`config.mk`:
```
export PLATFORM = sky130hd
export DESIGN_NAME = modulo_correccion_flat
export DESIGN_NICKNAME = d
export VERILOG_FILES = /design/src/rtl/modulo_correccion_if.sv /design/src/rtl/modulo_correccion.sv /design/src/flat_wrapper.sv
export SDC_FILE = /design/constraint.sdc
export NUM_CORES = 1
export LEC_CHECK = 0
export BUFFER_PORTS_ARGS = -buffer_cell sky130_fd_sc_hd__buf_4
export CAP_MARGIN = 15
export CORE_ASPECT_RATIO = 1.5
export CORE_MARGIN = 3
export CORE_UTILIZATION = 45
export CTS_CLUSTER_DIAMETER = 50
export DETAILED_ROUTE_END_ITERATION = 10
export GPL_ROUTABILITY_DRIVEN = 1
export HOLD_SLACK_MARGIN = 0.12
export PLACE_DENSITY = 0.78
export SLEW_MARGIN = 20
export SYNTH_ARGS = -nofsm -noshare
export SYNTH_HDL_FRONTEND = slang
export SYNTH_SLANG_ARGS = --single-unit
```
`constraint.sdc`:
```
create_clock -name clk -period 2.07 [get_ports clk]
set_input_delay 0.414 -clock clk [delete_from_list [all_inputs] [get_ports clk]]
set_output_delay 0.414 -clock clk [all_outputs]
set_load 0.02 [all_outputs]
```
`src/rtl/modulo_correccion_if.sv`:
```
// modulo_correccion_if
//   Valid/ready stream bundle for modulo_correccion.
//   The upstream side sends the received codeword, and the downstream side takes the corrected codeword.
//   master: drives datos_cod, valid_in and ready_in. It observes ready_out, datos_corr and valid_out (test/upstream side).
//   slave : the corrector's view of the same signals.
interface modulo_correccion_if;
  logic [7:0] datos_cod;
  logic       valid_in;
  logic       ready_out;
  logic [7:0] datos_corr;
  logic       valid_out;
  logic       ready_in;

  modport master (
    output datos_cod, valid_in, ready_in,
    input  ready_out, datos_corr, valid_out
  );

  modport slave (
    input  datos_cod, valid_in, ready_in,
    output ready_out, datos_corr, valid_out
  );
endinterface

```
`src/rtl/modulo_correccion.sv`:
```
// modulo_correccion
//   Registered SECDED checker/corrector for 8-bit Hamming(8,4)+parity codewords.
//   Bit map: [0]=c0 [1]=c1 [2]=i0 [3]=c2 [4]=i1 [5]=i2 [6]=i3 [7]=p0.
//   Ports:
//     clk, rst   : clock; asynchronous active-high reset
//     bus        : stream in (datos_cod/valid_in/ready_out) and out (datos_corr/valid_out/ready_in)
//     clr_cnt    : synchronous clear of both error counters
//     sindrome   : syndrome of the held word (0 = no position flagged)
//     err_simple : held word had a corrected single error
//     err_doble  : held word had an uncorrectable double error
//     cnt_simple : saturating count of accepted single-error words
//     cnt_doble  : saturating count of accepted double-error words
module modulo_correccion #(
  parameter int CNT_W = 8
) (
  input  logic               clk,
  input  logic               rst,
  modulo_correccion_if.slave bus,
  input  logic               clr_cnt,
  output logic [2:0]         sindrome,
  output logic               err_simple,
  output logic               err_doble,
  output logic [CNT_W-1:0]   cnt_simple,
  output logic [CNT_W-1:0]   cnt_doble
);

  typedef enum logic [0:0] {VACIO = 1'b0, LLENO = 1'b1} estado_t;

  localparam logic [CNT_W-1:0] CNT_MAX = {CNT_W{1'b1}};
  localparam logic [CNT_W-1:0] CNT_UNO = CNT_W'(1);

  // Hamming syndrome. Code position k sits at bit k-1.
  function automatic logic [2:0] calc_sindrome(input logic [7:0] d);
    logic s0, s1, s2;
    s0 = d[0] ^ d[2] ^ d[4] ^ d[6];
    s1 = d[1] ^ d[2] ^ d[5] ^ d[6];
    s2 = d[3] ^ d[4] ^ d[5] ^ d[6];
    return {s2, s1, s0};
  endfunction

  // Overall parity of the codeword. Even parity is expected.
  function automatic logic paridad(input logic [7:0] d);
    return ^d;
  endfunction

  estado_t          state_q, state_d;
  logic [7:0]       datos_corr_q, datos_corr_d;
  logic [2:0]       sindrome_q, sindrome_d;
  logic             err_simple_q, err_simple_d;
  logic             err_doble_q, err_doble_d;
  logic [CNT_W-1:0] cnt_simple_q, cnt_simple_d;
  logic [CNT_W-1:0] cnt_doble_q, cnt_doble_d;

  logic       ready_out_s;
  logic       accept_s;
  logic [2:0] sind_s;
  logic       par_s;
  logic [7:0] corr_s;
  logic       simple_s;
  logic       doble_s;

  assign ready_out_s    = (state_q == VACIO) || bus.ready_in;
  assign accept_s       = bus.valid_in && ready_out_s;
  assign bus.ready_out  = ready_out_s;
  assign bus.valid_out  = (state_q == LLENO);
  assign bus.datos_corr = datos_corr_q;
  assign sindrome       = sindrome_q;
  assign err_simple     = err_simple_q;
  assign err_doble      = err_doble_q;
  assign cnt_simple     = cnt_simple_q;
  assign cnt_doble      = cnt_doble_q;

  // Classify the incoming word and build its corrected version.
  always_comb begin
    sind_s   = calc_sindrome(bus.datos_cod);
    par_s    = paridad(bus.datos_cod);
    corr_s   = bus.datos_cod;
    simple_s = 1'b0;
    doble_s  = 1'b0;
    if (sind_s != 3'd0) begin
      if (par_s) begin
        corr_s[sind_s - 3'd1] = ~bus.datos_cod[sind_s - 3'd1];
        simple_s = 1'b1;
      end else begin
        // A nonzero syndrome with even parity means two bits flipped. The word passes through unmodified.
        doble_s = 1'b1;
      end
    end else begin
      if (par_s) begin
        // Only the global parity bit itself is wrong.
        corr_s[7] = ~bus.datos_cod[7];
        simple_s  = 1'b1;
      end else begin
        simple_s = 1'b0;
      end
    end
  end

  // Output-stage occupancy FSM and the load enable for the held word.
  always_comb begin
    state_d      = state_q;
    datos_corr_d = datos_corr_q;
    sindrome_d   = sindrome_q;
    err_simple_d = err_simple_q;
    err_doble_d  = err_doble_q;
    case (state_q)
      VACIO: begin
        if (accept_s) begin
          state_d = LLENO;
        end else begin
          state_d = VACIO;
        end
      end
      LLENO: begin
        if (bus.ready_in) begin
          state_d = accept_s ? LLENO : VACIO;
        end else begin
          state_d = LLENO;
        end
      end
      default: state_d = VACIO;
    endcase
    if (accept_s) begin
      datos_corr_d = corr_s;
      sindrome_d   = sind_s;
      err_simple_d = simple_s;
      err_doble_d  = doble_s;
    end else begin
      datos_corr_d = datos_corr_q;
    end
  end

  // Saturating error counters. A clear takes priority over an increment.
  always_comb begin
    cnt_simple_d = cnt_simple_q;
    cnt_doble_d  = cnt_doble_q;
    if (clr_cnt) begin
      cnt_simple_d = '0;
      cnt_doble_d  = '0;
    end else begin
      if (accept_s && simple_s && (cnt_simple_q != CNT_MAX)) begin
        cnt_simple_d = cnt_simple_q + CNT_UNO;
      end else begin
        cnt_simple_d = cnt_simple_q;
      end
      if (accept_s && doble_s && (cnt_doble_q != CNT_MAX)) begin
        cnt_doble_d = cnt_doble_q + CNT_UNO;
      end else begin
        cnt_doble_d = cnt_doble_q;
      end
    end
  end

  // State and output registers.
  always_ff @(posedge clk or posedge rst) begin
    if (rst) begin
      state_q      <= VACIO;
      datos_corr_q <= 8'h00;
      sindrome_q   <= 3'd0;
      err_simple_q <= 1'b0;
      err_doble_q  <= 1'b0;
      cnt_simple_q <= '0;
      cnt_doble_q  <= '0;
    end else begin
      state_q      <= state_d;
      datos_corr_q <= datos_corr_d;
      sindrome_q   <= sindrome_d;
      err_simple_q <= err_simple_d;
      err_doble_q  <= err_doble_d;
      cnt_simple_q <= cnt_simple_d;
      cnt_doble_q  <= cnt_doble_d;
    end
  end

endmodule

```
`src/flat_wrapper.sv`:
```
// flat-port wrapper written by rule: the top's interface ports become plain ports
module modulo_correccion_flat 
#(
  parameter int CNT_W = 8
)
  (clk, rst, clr_cnt, sindrome, err_simple, err_doble, cnt_simple, cnt_doble, bus_datos_cod, bus_valid_in, bus_ready_in, bus_ready_out, bus_datos_corr, bus_valid_out);
  modulo_correccion_if bus_i ();
  input  logic clk;
  input  logic rst;
  input  logic clr_cnt;
  output logic [2:0] sindrome;
  output logic err_simple;
  output logic err_doble;
  output logic [CNT_W-1:0] cnt_simple;
  output logic [CNT_W-1:0] cnt_doble;
  input wire logic [$bits(bus_i.datos_cod)-1:0] bus_datos_cod;
  input wire logic [$bits(bus_i.valid_in)-1:0] bus_valid_in;
  input wire logic [$bits(bus_i.ready_in)-1:0] bus_ready_in;
  output wire logic [$bits(bus_i.ready_out)-1:0] bus_ready_out;
  output wire logic [$bits(bus_i.datos_corr)-1:0] bus_datos_corr;
  output wire logic [$bits(bus_i.valid_out)-1:0] bus_valid_out;
  assign bus_i.datos_cod = bus_datos_cod;
  assign bus_i.valid_in = bus_valid_in;
  assign bus_i.ready_in = bus_ready_in;
  assign bus_ready_out = bus_i.ready_out;
  assign bus_datos_corr = bus_i.datos_corr;
  assign bus_valid_out = bus_i.valid_out;
  modulo_correccion #(.CNT_W(CNT_W)) u_core (.clk(clk), .rst(rst), .bus(bus_i), .clr_cnt(clr_cnt), .sindrome(sindrome), .err_simple(err_simple), .err_doble(err_doble), .cnt_simple(cnt_simple), .cnt_doble(cnt_doble));
endmodule
```
==> results of run 1 <==
synth_stat cells, drive strengths merged:
master / instances
dfrtp: 30
a21boi: 2
nand3: 12
nand2: 25
or3: 3
o41ai: 1
nand2b: 4
inv: 5
o22ai: 2
nor4: 8
a21oi: 10
nor3b: 2
xnor2: 29
a31o: 1
a2111oi: 1
o221ai: 1
a2bb2oi: 1
o31ai: 5
mux2i: 2
a211oi: 1
o21ai: 16
clkbuf: 4
nor2: 23
nor3: 8
buf: 10
and2: 2
nand4: 3
ha: 3
xor2: 5
a32o: 1
and3: 2
nor4b: 1
cell families (layout without fill, tap and decap cells):
logic type / Yosys count / in the layout
simple gates: 93 / 93
compound gates: 42 / 42
xor+xnor: 34 / 34
flops: 30 / 30
buf+inv: 19 / 91
fa+ha+maj: 3 / 3
mux: 2 / 2
cell type report:
cell class	count	area, um2
multi-input combinational	174	1280
fill	351	1310
sequential	30	751
timing repair buffer	79	606
clock buffer	7	76.3
tap	45	56.3
inverter	5	18.8
worst max-delay path, cell delays in order:
cell	delay, ns
buf_4	0.17
xor2_1	0.24
xnor2_1	0.11
buf_4	0.15
buf_4	0.12
xnor2_1	0.27
buf_4	0.18
nand3_1	0.08
xor2_1	0.26
o21ai_0	0.11
stage by stage:
stage	area [um2]	hold WS (ns)	util (%)
after global routing	2790	0.231	68.1
after floorplan	2160	0.505	-
after detailed placement	2690	0.474	65.6
after global placement	2690	0.465	65.6
final	2790	0.203	68.1
after CTS	2770	0.214	67.5
layer usage:
metal	share of wire [%]	track usage, %	up-vias
met3	3.9	3.86	12
li1	-	-	913
met2	57	39.9	47
met1	35	20.6	867
met4	4.2	12.3	0
met5	0	0	-
worst max path at each step:
stage	startpoint	endpoint	slack [ns]	depth (start not counted)
after floorplan	bus_datos_cod[4]	u_core.cnt_doble[5]	-0.08	10
after global placement	bus_datos_cod[6]	u_core.bus.datos_corr[0]	-0.16	8
after detailed placement	bus_datos_cod[5]	u_core.bus.datos_corr[5]	-0.22	7
after CTS	bus_datos_cod[5]	u_core.bus.datos_corr[5]	0.09	7
after global routing	bus_datos_cod[5]	u_core.bus.datos_corr[5]	0.01	7
final	bus_datos_cod[2]	u_core.bus.datos_corr[4]	0.11	10
state kept, by name (all words and copies together) (netlist names):
signal / cells
u_core.err_simple: 1
u_core.bus.datos_corr: 8
u_core.cnt_doble: 8
u_core.bus.valid_out: 1
u_core.err_doble: 1
u_core.cnt_simple: 8
u_core.sindrome: 3
report_power, final:
part | total [W] | switching (W) | internal (W)
registers | 0.000699 | 0.0000455 | 0.000653
logic | 0.000906 | 0.000484 | 0.000422
clock network | 0.000435 | 0.000204 | 0.000231
timing repair:
action / in CTS / in global routing
resized for setup: 0 / 5
setup buffers: 0 / 0
endpoints found under the setup margin: 0 / 3
hold buffers: 0 / 0
==> metrics.cfg, run 1 <==
[setup_path]
worstPathRequired_ns=2.23
reg2reg_slack_ns=0.16
critPathKind=input pin to flop
reg2reg_depth=8
start_kind=input pin
arrival_ns=2.12
r2r_start=u_core.cnt_doble[0]
r2r_end=u_core.cnt_doble[5]
path_max_fanout=5
cp-end-kind=flop

[sta]
setup_violations=0
setup_ws_ns=0.111
rsz0062_at_grt=false
final.setup.tns_ns=0
slew_headroom_pct=64.3
drv_slew=0
period_needed_ns=1.96
max_clock_freq_ghz=0.510
clock_skew_ns=0.00519
fin_crit_sh_pct=94.7
worstMarginPinSlew_ns=0.532
hold_viol=0

[die]
initial_core_util_pct=48.4
core_mm2=0.00410
die_y_um=87.3
dieArea_mm2=0.00526
rows=28
ios=44
dieWidth_um=60.2

[run_status]
status=completed

[global_route]
grt_pass1_wl_mm=8.43
overflow=0
grt_start_max_net_pins=31
grt_antenna_before_repair=0
track_usage_pct=21.3
first_global_vias=1886

[clock_tree]
cts_tree=built
clkTransAtPathRegs_ns=0.06
cts_made_buffers=5
cts_htree_levels=2
clockBufferDepth=2
clk_latency_ns=0.28
cts.sinks=30
cts.root.buffer_cell=clkbuf_8

[placement]
dp_hpwl_mm=4.01
io_buffers=43
placed_cells=333
gp_congestion=0.860
post-place-ws_ns=-0.217

[cells_and_area]
layout_commonest_cell=buf_4
syn_to_final_growth_pct=40.7
layout.cells.most_common_list=buf_4, dfrtp_1, nand2_1, xnor2_1, nor2_1
nets=311
antenna_cells=0
stdcell_count=340
drive_gt1_share_pct=35.6

[power_and_ir_drop]
p_per_area_mw_per_mm2=731
power_leakage_nw=1.21
ir_drop_uv=701
p_total_w=0.00204

[synth]
synth_top_cell_by_area=dfrtp_1
seq_area_frac_synth_pct=37.9
synth_area_leaders=dfrtp_1, xnor2_1, nand2_1, nor2_1, o21ai_0
yosys.area_share.simple_pct=23.8
synthCells=223
synth_seq_cells=30
yosys.area_share.adder_pct=1.89
synth_top_area_share_pct=37.9
ys_warn_count=0
synth_top_family_by_area=simple AND/OR/NAND/NOR gates
synth_cell_type_count=40
netlist_area_mm2=0.00198
synthMuxAreaShare_pct=1.01
synth-xor-area-share_pct=17.1
syn_avg_cell_area_um2=8.89
synth_compound_area_share_pct=12.9
synth_nets=239

[detailed_routing]
drtPass1Iterations=4
wl_mm=4.97
ant_nets=0
routedWlPerCell_um=14.6
via_per_inst=5.41
dr.first_iter.drc_count=81
drc=0
vias=1839

[worst_hold_path]
worstHoldPathType=input pin to asynchronous set/reset pin

[job]
cap_viol_max_count=0

(Power assumes the default switching activity.)
==> run 2, diff against run 1 <==
==> constraint.sdc (replaced) <==
create_clock -name clk -period 2.07 [get_ports clk]
set_input_delay 0.1035 -clock clk [delete_from_list [all_inputs] [get_ports clk]]
set_output_delay 0.1035 -clock clk [all_outputs]
set_load 0.02 [all_outputs]
==> metrics.cfg, run 2 (synthesis gave the netlist of run 1 again) <==
[global_route]
grt_antenna_before_repair=0
track_usage_pct=18.8
grt_pass1_wl_mm=7.60
overflow=0
first_global_vias=1716
grt_start_max_net_pins=31

[detailed_routing]
top_layer=met4
drtPass1Iterations=4
met2_wirelength_mm=2.39
dr.first_iter.drc_count=101
met1Wirelength_mm=1.73
met3_length_um=201
wl_mm=4.47
vias=1781
via_per_inst=5.51
drc=0
ant_nets=0
routedWlPerCell_um=13.8

[placement]
place_area_mm2=0.00242
placed_cells=313
dp_hpwl_mm=3.47
io_buffers=43
gp_congestion=0.889

[cells_and_area]
nets=294
finalInstanceArea_mm2=0.00253
fillers=352
layout.cells.most_common_list=buf_4, dfrtp_1, nand2_1
drive_gt1_share_pct=27.3
syn_to_final_growth_pct=27.5
layout_commonest_cell=buf_4
antenna_cells=0
stdcell_count=323

[worst_hold_path]
min_path_cells=3
holdPathEnd=u_core.bus.valid_out
worstHoldPathType=input pin to flop
min-delay-start=bus_ready_in

[setup_path]
r2r_end=u_core.cnt_doble[5]
cp-end-kind=flop
arrival_ns=2.03
critPathKind=flop to flop
path_max_fanout=8
r2r_start=u_core.cnt_doble[0]
reg2reg_slack_ns=0.20
start_kind=flop
worstPathRequired_ns=2.23
reg2reg_depth=7

[clock_tree]
cts_htree_levels=2
clk_latency_ns=0.27
clockBufferDepth=2
cts.sinks=30
post_cts_buffers=0
cts.root.buffer_cell=clkbuf_8
cts_tree=built
clkTransAtPathRegs_ns=0.06
cts_made_buffers=5

[power_and_ir_drop]
ir_drop_uv=546
p_per_area_mw_per_mm2=742
power_leakage_nw=1.10

[sta]
slew_headroom_pct=66.2
period_needed_ns=1.87
setup_violations=0
hold_viol=0
fin_crit_sh_pct=90.4
max_clock_freq_ghz=0.534
drv_slew=0
clock_skew_ns=0.00522
final.setup.tns_ns=0
worstMarginPinSlew_ns=0.503
rsz0062_at_grt=false

[die]
rows=28
dieWidth_um=60.2
core_mm2=0.00410
initial_core_util_pct=48.4
dieArea_mm2=0.00526
die_y_um=87.3
ios=44

[run_status]
status=completed

[job]
cap_viol_max_count=0

## run 2: cell count changes in the layout (fill, tap and decap cells not counted), sizes merged
cell	previous run	this run
buf	79	59
dlygate4sd3	0	3
## run 2: worst max-delay path, stage by stage (launching register included)
cell	delay, ns
dfrtp_1	0.43
ha_1	0.27
nand3_1	0.10
nor2_1	0.05
or3_4	0.40
nor4_2	0.30
xnor2_1	0.16
nor2_1	0.05
## run 2: area by class of cell
type | count | area (um2) | share of cell area, %
repair buffers | 62 | 473 | 18.7
well taps | 45 | 56.3 | 2.23
inverters | 5 | 18.8 | 0.742
multi-input cells | 174 | 1150 | 45.6
clock buffers | 7 | 76.3 | 3.02
flip-flops and latches | 30 | 751 | 29.7
## run 2: layer usage
metal  GRT usage (%)  up-vias
li1                -      888
met1            20.9      820
met2            32.7       57
met3            3.41       16
met4            9.88        0
met5               0        -
## run 2: worst max-delay path by stage
stage | from | to | slack [ns] | depth (start not counted)
6_report | u_core.cnt_doble[0] | u_core.cnt_doble[5] | 0.20 | 7
5_1_grt | u_core.cnt_doble[0] | u_core.cnt_doble[5] | 0.1 | 7
2_1_floorplan | bus_datos_cod[1] | u_core.bus.datos_corr[0] | 0.002 | 9
4_1_cts | u_core.cnt_doble[0] | u_core.cnt_doble[5] | 0.08 | 7
3_3_place_gp | bus_datos_cod[6] | u_core.cnt_doble[5] | 0.1 | 8
3_5_place_dp | bus_datos_cod[5] | u_core.cnt_doble[5] | 0.06 | 9
## run 2: through the flow
| stage | total power (W) | hold slack, ns | setup slack, ns | utilization (%) |
|---|---|---|---|---|
| finish | 0.00188 | 0.182 | 0.198 | 61.7 |
| global route | 0.00199 | 0.184 | 0.0997 | 61.7 |
| CTS | 0.00188 | 0.121 | 0.0777 | 61.3 |
| detailed placement | 0.00146 | 0.207 | 0.0618 | 59.0 |
| global placement | 0.00144 | 0.200 | 0.0969 | 59.0 |
| floorplan | 0.00120 | 0.194 | 0.00201 | - |
## run 2: timing repair
| action | CTS | global route |
|---|---|---|
| hold buffers | 2 | 1 |
| resized for setup | 0 | 1 |
| setup endpoints to repair | 0 | 1 |
| endpoints found under the hold margin | 31 | 1 |
## run 2: power breakdown
| part | internal, W | total (W) | switching [W] |
|---|---|---|---|
| clock network | 0.000231 | 0.000427 | 0.000196 |
| registers | 0.000653 | 0.000700 | 0.0000470 |
| logic | 0.000320 | 0.000748 | 0.000429 |
